--- src/rtl/brc_pkg.sv ---
// Shared types for the chunked branch comparator: FSM state encoding and the
// result record carried from the compare datapath to the outputs.
package brc_pkg;

   typedef enum logic [1:0] {
      IDLE,
      CMP,
      DONE
   } brc_state_t;

   typedef struct packed {
      logic less;
      logic equal;
   } brc_res_t;

endpackage

--- src/rtl/brc_chunk.sv ---
// Combinational unsigned compare of one CHUNK-bit slice of the operands.
module brc_chunk
   import brc_pkg::*;
#(
   parameter int unsigned CHUNK = 8
) (
   input  logic [CHUNK-1:0] a,
   input  logic [CHUNK-1:0] b,
   output logic             eq,
   output logic             lt
);

   assign eq = (a == b);
   assign lt = (a < b);

endmodule

--- src/rtl/brc_seq.sv ---
// Multi-cycle branch comparator: walks the operands one chunk per cycle from
// the MSB end and stops at the first differing chunk.
module brc_seq
   import brc_pkg::*;
#(
   parameter int unsigned WIDTH = 32,
   parameter int unsigned CHUNK = 8
) (
   input  logic                                i_clk,
   input  logic                                i_rst_n,
   input  logic                                i_valid,
   output logic                                o_ready,
   input  logic [WIDTH-1:0]                    i_rs1_data,
   input  logic [WIDTH-1:0]                    i_rs2_data,
   input  logic                                i_br_unsigned,
   output logic                                o_valid,
   input  logic                                i_ready,
   output logic                                o_br_less,
   output logic                                o_br_equal,
   output logic [$clog2(WIDTH/CHUNK+1)-1:0]    o_cycles
);

   localparam int unsigned NCHUNK = WIDTH / CHUNK;
   localparam int unsigned IDXW   = (NCHUNK > 1) ? $clog2(NCHUNK) : 1;
   localparam int unsigned CYCW   = $clog2(NCHUNK + 1);
   localparam logic [IDXW-1:0] MSB_IDX = IDXW'(NCHUNK - 1);

   if ((CHUNK == 0) || ((WIDTH % CHUNK) != 0)) begin : g_bad_cfg
      $error("brc_seq: WIDTH must be a nonzero integer multiple of CHUNK");
   end

   brc_state_t                     state;
   logic [NCHUNK-1:0][CHUNK-1:0]   rs1_q;
   logic [NCHUNK-1:0][CHUNK-1:0]   rs2_q;
   logic                           unsigned_q;
   logic [IDXW-1:0]                idx;
   logic [CYCW-1:0]                cycles;
   brc_res_t                       res;

   logic c_eq;
   logic c_lt;
   logic sign_diff;

   brc_chunk #(
      .CHUNK (CHUNK)
   ) u_chunk (
      .a  (rs1_q[idx]),
      .b  (rs2_q[idx]),
      .eq (c_eq),
      .lt (c_lt)
   );

   // Signed order only matters at the MSB chunk and only when the signs differ;
   // with equal signs the remaining bits order the same as unsigned.
   assign sign_diff = (idx == MSB_IDX) && !unsigned_q &&
                      (rs1_q[NCHUNK-1][CHUNK-1] != rs2_q[NCHUNK-1][CHUNK-1]);

   always_ff @(posedge i_clk) begin
      if (!i_rst_n) begin
         state      <= IDLE;
         rs1_q      <= '0;
         rs2_q      <= '0;
         unsigned_q <= 1'b0;
         idx        <= '0;
         cycles     <= '0;
         res        <= '0;
         o_ready    <= 1'b1;
         o_valid    <= 1'b0;
      end else begin
         case (state)
            IDLE: begin
               if (i_valid && o_ready) begin
                  rs1_q      <= i_rs1_data;
                  rs2_q      <= i_rs2_data;
                  unsigned_q <= i_br_unsigned;
                  idx        <= MSB_IDX;
                  cycles     <= '0;
                  res        <= '0;
                  o_ready    <= 1'b0;
                  state      <= CMP;
               end
            end
            CMP: begin
               cycles <= cycles + 1'b1;
               if (sign_diff) begin
                  res.less  <= rs1_q[NCHUNK-1][CHUNK-1];
                  res.equal <= 1'b0;
                  o_valid   <= 1'b1;
                  state     <= DONE;
               end else if (!c_eq) begin
                  res.less  <= c_lt;
                  res.equal <= 1'b0;
                  o_valid   <= 1'b1;
                  state     <= DONE;
               end else if (idx == '0) begin
                  res.less  <= 1'b0;
                  res.equal <= 1'b1;
                  o_valid   <= 1'b1;
                  state     <= DONE;
               end else begin
                  idx <= idx - 1'b1;
               end
            end
            DONE: begin
               if (i_ready) begin
                  o_valid <= 1'b0;
                  o_ready <= 1'b1;
                  state   <= IDLE;
               end
            end
            default: begin
               o_valid <= 1'b0;
               o_ready <= 1'b1;
               state   <= IDLE;
            end
         endcase
      end
   end

   assign o_br_less  = res.less;
   assign o_br_equal = res.equal;
   assign o_cycles   = cycles;

endmodule

--- config.mk ---
export PLATFORM = sky130hd
export DESIGN_NAME = brc_seq
export DESIGN_NICKNAME = d
export VERILOG_FILES = /design/src/rtl/brc_pkg.sv /design/src/rtl/brc_chunk.sv /design/src/rtl/brc_seq.sv
export SDC_FILE = /design/constraint.sdc
export NUM_CORES = 1
export LEC_CHECK = 0
export ABC_AREA = 1
export CAP_MARGIN = 0
export CELL_PAD_IN_SITES_DETAIL_PLACEMENT = 0
export CELL_PAD_IN_SITES_GLOBAL_PLACEMENT = 2
export CORE_MARGIN = 2
export CORE_UTILIZATION = 28
export DETAILED_ROUTE_END_ITERATION = 8
export PLACE_DENSITY = 0.85
export RECOVER_POWER = 50
export SYNTH_ARGS = -nofsm -noshare
export SYNTH_HDL_FRONTEND = slang
export SYNTH_HIERARCHICAL = 1
export SYNTH_SLANG_ARGS = --single-unit
--- constraint.sdc ---
create_clock -name i_clk -period 2.5 [get_ports i_clk]
set_clock_uncertainty 0.15 [all_clocks]
set_input_delay 0.625 -clock i_clk [delete_from_list [all_inputs] [get_ports i_clk]]
set_output_delay 0.625 -clock i_clk [all_outputs]
set_load 0.005 [all_outputs]
# [Word level (Yosys, flattened, before mapping)]
# Cells that the tools add are included.
# Widths: inputs -> output; s select.
[totals] regBits=76 in_bits=69 word_cells=77
[classes] add_sub_neg=2 order_cmp=2 n_eq_ne=11 mux=30 n_bitwise=2 reduce_logical=14
[ops] operator="$bmux 8 s2" n=2
[ops] operator="$mux 2" n=13
[ops] operator="$mux 8" n=2
[ops] operator="$reduce_and 3->1" n=4
[ops] operator="$ne 2x2->1 const B" n=5
[ops] operator="$eq 8x8->1" n=1
[ops] operator="$lt 8x8->1" n=1
[ops] operator="$pmux 2 s2" n=2
[ops] operator="$mux 1" n=6
[ops] operator="$pmux 1 s3" n=2
[ops] operator="$pmux 2 s3" n=1
[ops] operator="$pmux 3 s2" n=1
[ops] operator="$reduce_and 5->1" n=1
[ops] operator="$eq 2x2->1 const B" n=2
[ops] operator="$logic_not 2->1" n=2
[ops] operator="$ne 4x4->1 const B" n=1
[ops] operator="$reduce_and 2->1" n=2
[ops] operator="$add 3x1->3 const B" n=1
[ops] operator="$logic_and 1x1->1" n=3
[ops] operator="$lt 2x3->1 const B" n=1
[ops] operator="$mux 3" n=1
[ops] operator="$eq 2x1->1 const B" n=1
[ops] operator="$not 1->1" n=2
[ops] operator="$reduce_bool 2->1" n=1
[ops] operator="other kinds (3)" n=3

# [Depth between registers and ports, before layout]
[depth] word_depth=6 mapped_depth=16

# [By module]
# Netlist, hierarchy kept.
[by_module_without_submodules] module="brc_seq" n_inst=1 cells_per_inst=442 area_each_um2=3204.3 seq_area_each_um2=1521.5
[by_module_without_submodules] module="brc_chunk" n_inst=1 cells_per_inst=37 area_each_um2=221.5 seq_area_each_um2=0.0

# [Worst setup path after synthesis]
# Ideal clock, no wire load.
[synth_timing] kind="reg2reg" from="register idx[0]" to="register idx[1]" setup_time_ps=116 t_arrival_ps=1944 t_required_ps=2234 slack_ps=290 stages_incl_launch_ff=16 path_buffers=1 path_cell_list="dfxtp_1 -> inv_1 -> clkbuf_1 -> o21ai_0 -> o22ai_1 -> inv_1 -> ha_1 -> nand2_1 -> inv_1 -> nand3_1 -> nor3_2 -> nand3_2 -> nand2_1 -> inv_1 -> nor2_1 -> nor2_1"
[synth_via] elab_chain_cells=5 elab_cells_between_ends=18 classes_between="add/sub (1); eq/ne (5); mux (8); reduce/logical (4)"
[synth_lines] element="start: declaration" line_no="brc_seq.sv:36" source="logic [IDXW-1:0] idx;"
[synth_lines] element="start signal: assignment" line_no="brc_seq.sv:101" source="idx <= idx - 1'b1;"
[synth_lines] element="$bmux 8 s2 (on tied branches)" line_no="brc_seq.sv:47, brc_seq.sv:48"
[synth_lines] element="$mux 8 (on tied branches)" line_no="brc_seq.sv:47, brc_seq.sv:48"
[synth_lines] element="$eq 8x8->1 (*)" line_no="brc_chunk.sv:13" source="assign eq = (a == b);"
[synth_lines] element="net c_eq" line_no="brc_seq.sv:40" source="logic c_eq;"
[synth_lines] element="$ne 2x2->1 (no line) (*)"
[synth_lines] element="$reduce_and 5->1 (no line) (*)"
# Mark *: on every way through the listed nets, which the timed path passes. The rest lies on a longest branch. The select of a mux whose other input is x is not followed.
# A chain may end at the register's enable or synchronous reset.

# [Worst setup path after layout]
# Same ends and word-level chain as after synthesis.

==> results_dict.tcl <==
set metrics [dict create \
    clock_sinks 76 \
    grt-ovfl-total 0 \
    synth_largest_area_cell "dfxtp_1" \
    grt_pass1_wl_um 15300 \
    post-place-ws_ps 159 \
    place_hpwl_um 6690 \
    synth.avg_cell_area_um2 7.15 \
    io-pin-count 76 \
    p_leak_nw 1.90 \
    power_mw 3.62 \
    arrival_ps 2370 \
    path_max_fanout 11 \
    drv_cap 0 \
    grt_util_all_layers_pct 14.7 \
    drc 0 \
    die_w_um 115 \
    tightest_slew_ps 732 \
    critical_path.top_delay_family "simple AND/OR/NAND/NOR gates" \
    hold_class "flip-flop to flip-flop" \
    endpoint_kind "flip-flop" \
    ys_top_cells_by_area "dfxtp_1, nor2_1, o21ai_0, ha_1, nand2_1" \
    cts_tree "yes" \
    grt_max_degree 64 \
    yosys_register_bits 76 \
    critical_path_buf_inv_count 5 \
    nets 630 \
    powerDensity_nw_per_um2 773 \
    maxSlewViolCount 0 \
    clock_tree.buffer_depth 2 \
    initial_core_util_pct 28.6 \
    clkSlewWorstSetupHoldPaths_ps 60 \
    port_buffers 75 \
    min_period_ps 2300 \
    post-route-worst-setup-slack_ps 202 \
    drtIter0Drc 132 \
    vdd.ir_drop.worst_v 0.000318 \
    worstPathCellList "inv_2 -> buf_12 -> nor2_1 -> o22ai_1 -> inv_1 -> ha_1 -> nand2_1 -> inv_1 -> nand3_1 -> nor3_4 -> nand3_2 -> nand2_2 -> inv_1 -> nor2_1 -> nor2_1" \
    finalInstanceArea_um2 4680 \
    synth_top_area_share_pct 44.4 \
    synth_area_um2 3430 \
    fp-row-count 40 \
    ctsHoldBuffers 0 \
    hold_violations 0 \
    root_buffer "clkbuf_16" \
    critPathRequiredTime_ps 2570 \
    clock.fmax_mhz 435 \
    wl_per_cell_um 13.1 \
    max_stage_delay_ps 340 \
    viasPerCell 4.68 \
    grt_pass1_vias 3146 \
    critical_path_class "flip-flop to flip-flop" \
    postRouteAntennaNets 0 \
    synth_cells 479 \
    drt-total-wl_um 9220 \
    dr.pass1.iters 6 \
    layout-area-overhead-vs-synth_pct 36.7 \
    syn_nets 559 \
    yosys_warnings 6 \
    place_area_um2 4300 \
    slew_headroom_pct 51.2 \
    drive_gt1_share_pct 7.03 \
    place_congestion 0.793 \
    setup_tns_ps 0 \
    die_area_um2 13100 \
    synth_cell_types 24 \
    post-route-period-util_pct 91.9 \
    status "complete, no violations" \
    core_area_um2 12000 \
    vias 3286 \
    antenna_found_initial 0 \
    insertion_delay_ps 330 \
    die_h_um 115 \
    cts_inserted_buffers 9 \
    startpoint_type "flip-flop" \
    setup_viol 0 \
    n_antenna_cell 0 \
    crit_path_top_delay_cell "dfxtp_2" \
    synth_seq_area_share_pct 44.4 \
    h-tree-depth 3 \
]
-- worst paths after layout --
path               from  depth (start not counted)  slack, ps          to
min reg2reg  o_br_equal                          2        310  o_br_equal
min          o_br_equal                          2        310  o_br_equal
max reg2reg      idx[0]                         15        200      idx[1]
max              idx[0]                         15        200      idx[1]
-- state kept, by name (all words and copies together), names as in the netlist --
| signal | cells |
|---|---|
| o_valid | 1 |
| unsigned_q | 1 |
| idx | 2 |
| o_br_equal | 1 |
| o_ready | 1 |
| state | 2 |
| rs2_q | 32 |
| rs1_q | 32 |
| o_cycles | 3 |
| o_br_less | 1 |
-- per-layer routing --
layer,GRT usage (%),routed length (um)
met5,0,0
met2,23.4,4240
met4,4.63,102
met3,3.55,382
met1,19.6,4490
-- per-stage QoR --
stage                     std cells  hold WS, ps  util, %
after floorplan                 479          299        -
after global placement          684          313     36.0
after detailed placement        684          306     36.0
after CTS                       700          313     38.7
after global routing            702          341     39.1
final                           702          311     39.1
-- Yosys cell counts --
master and n:
a211oi_1 1, a21oi_1 11, a21oi_2 1, buf_1 1, buf_2 4, buf_4 1
buf_6 6, clkbuf_1 16, clkinv_4 1, dfxtp_1 76, ha_1 11, inv_1 24
nand2_1 27, nand2_2 1, nand3_1 8, nand3_2 1, nand3_4 1, nor2_1 167
nor2_2 1, nor3_1 1, nor3_2 1, o2111ai_1 1, o21ai_0 101, o22ai_1 16
-- cell type report --
cell class	count	area (um^2)
timing repair buffer	88	895
fill	1260	7280
inverter	25	98.8
clock inverter	6	87.6
tap	147	184
clock buffer	10	239
multi-input combinational	350	1660
sequential	76	1520
-- cells in the final DEF (no fill, tap or decap), drive strengths merged --
cell type	count
nand3	10
clkdlybuf4s50	73
clkinv	2
inv	24
a21oi	12
dfxtp	76
clkbuf	13
nor3	2
bufinv	2
ha	11
o22ai	16
nor2	168
buf	11
o2111ai	1
dlygate4sd3	1
nand2	28
a211oi	1
clkinvlp	3
o21ai	101
-- where the power goes --
part           leakage, nW  total [mW]  internal (mW)  switching (mW)
combinational         1.12       0.797          0.359           0.439
clock                0.151        1.39          0.898           0.495
sequential           0.628        1.43           1.34          0.0863
total                 1.90        3.62           2.60            1.02
-- kinds of logic (layout without fill, tap and decap cells) --
logic type | Yosys count | in the layout | synth area share [%]
simple gates | 208 | 208 | 24.0
buf+inv | 53 | 129 | 7.52
fa+ha+maj | 11 | 11 | 4.02
flops | 76 | 76 | 44.4
compound gates | 131 | 131 | 20.0
-- tightest hold or removal path, cell delays in order, from the launching register on --
cell and delay (ps):
dfxtp_1 310, nand2_1 60, a21oi_1 50
-- timing repair --
item / in CTS / in global routing
setup buffers: 0 / 1
gates resized for setup: 0 / 10
setup endpoints to repair: 0 / 6
(Power assumes the default switching activity.)
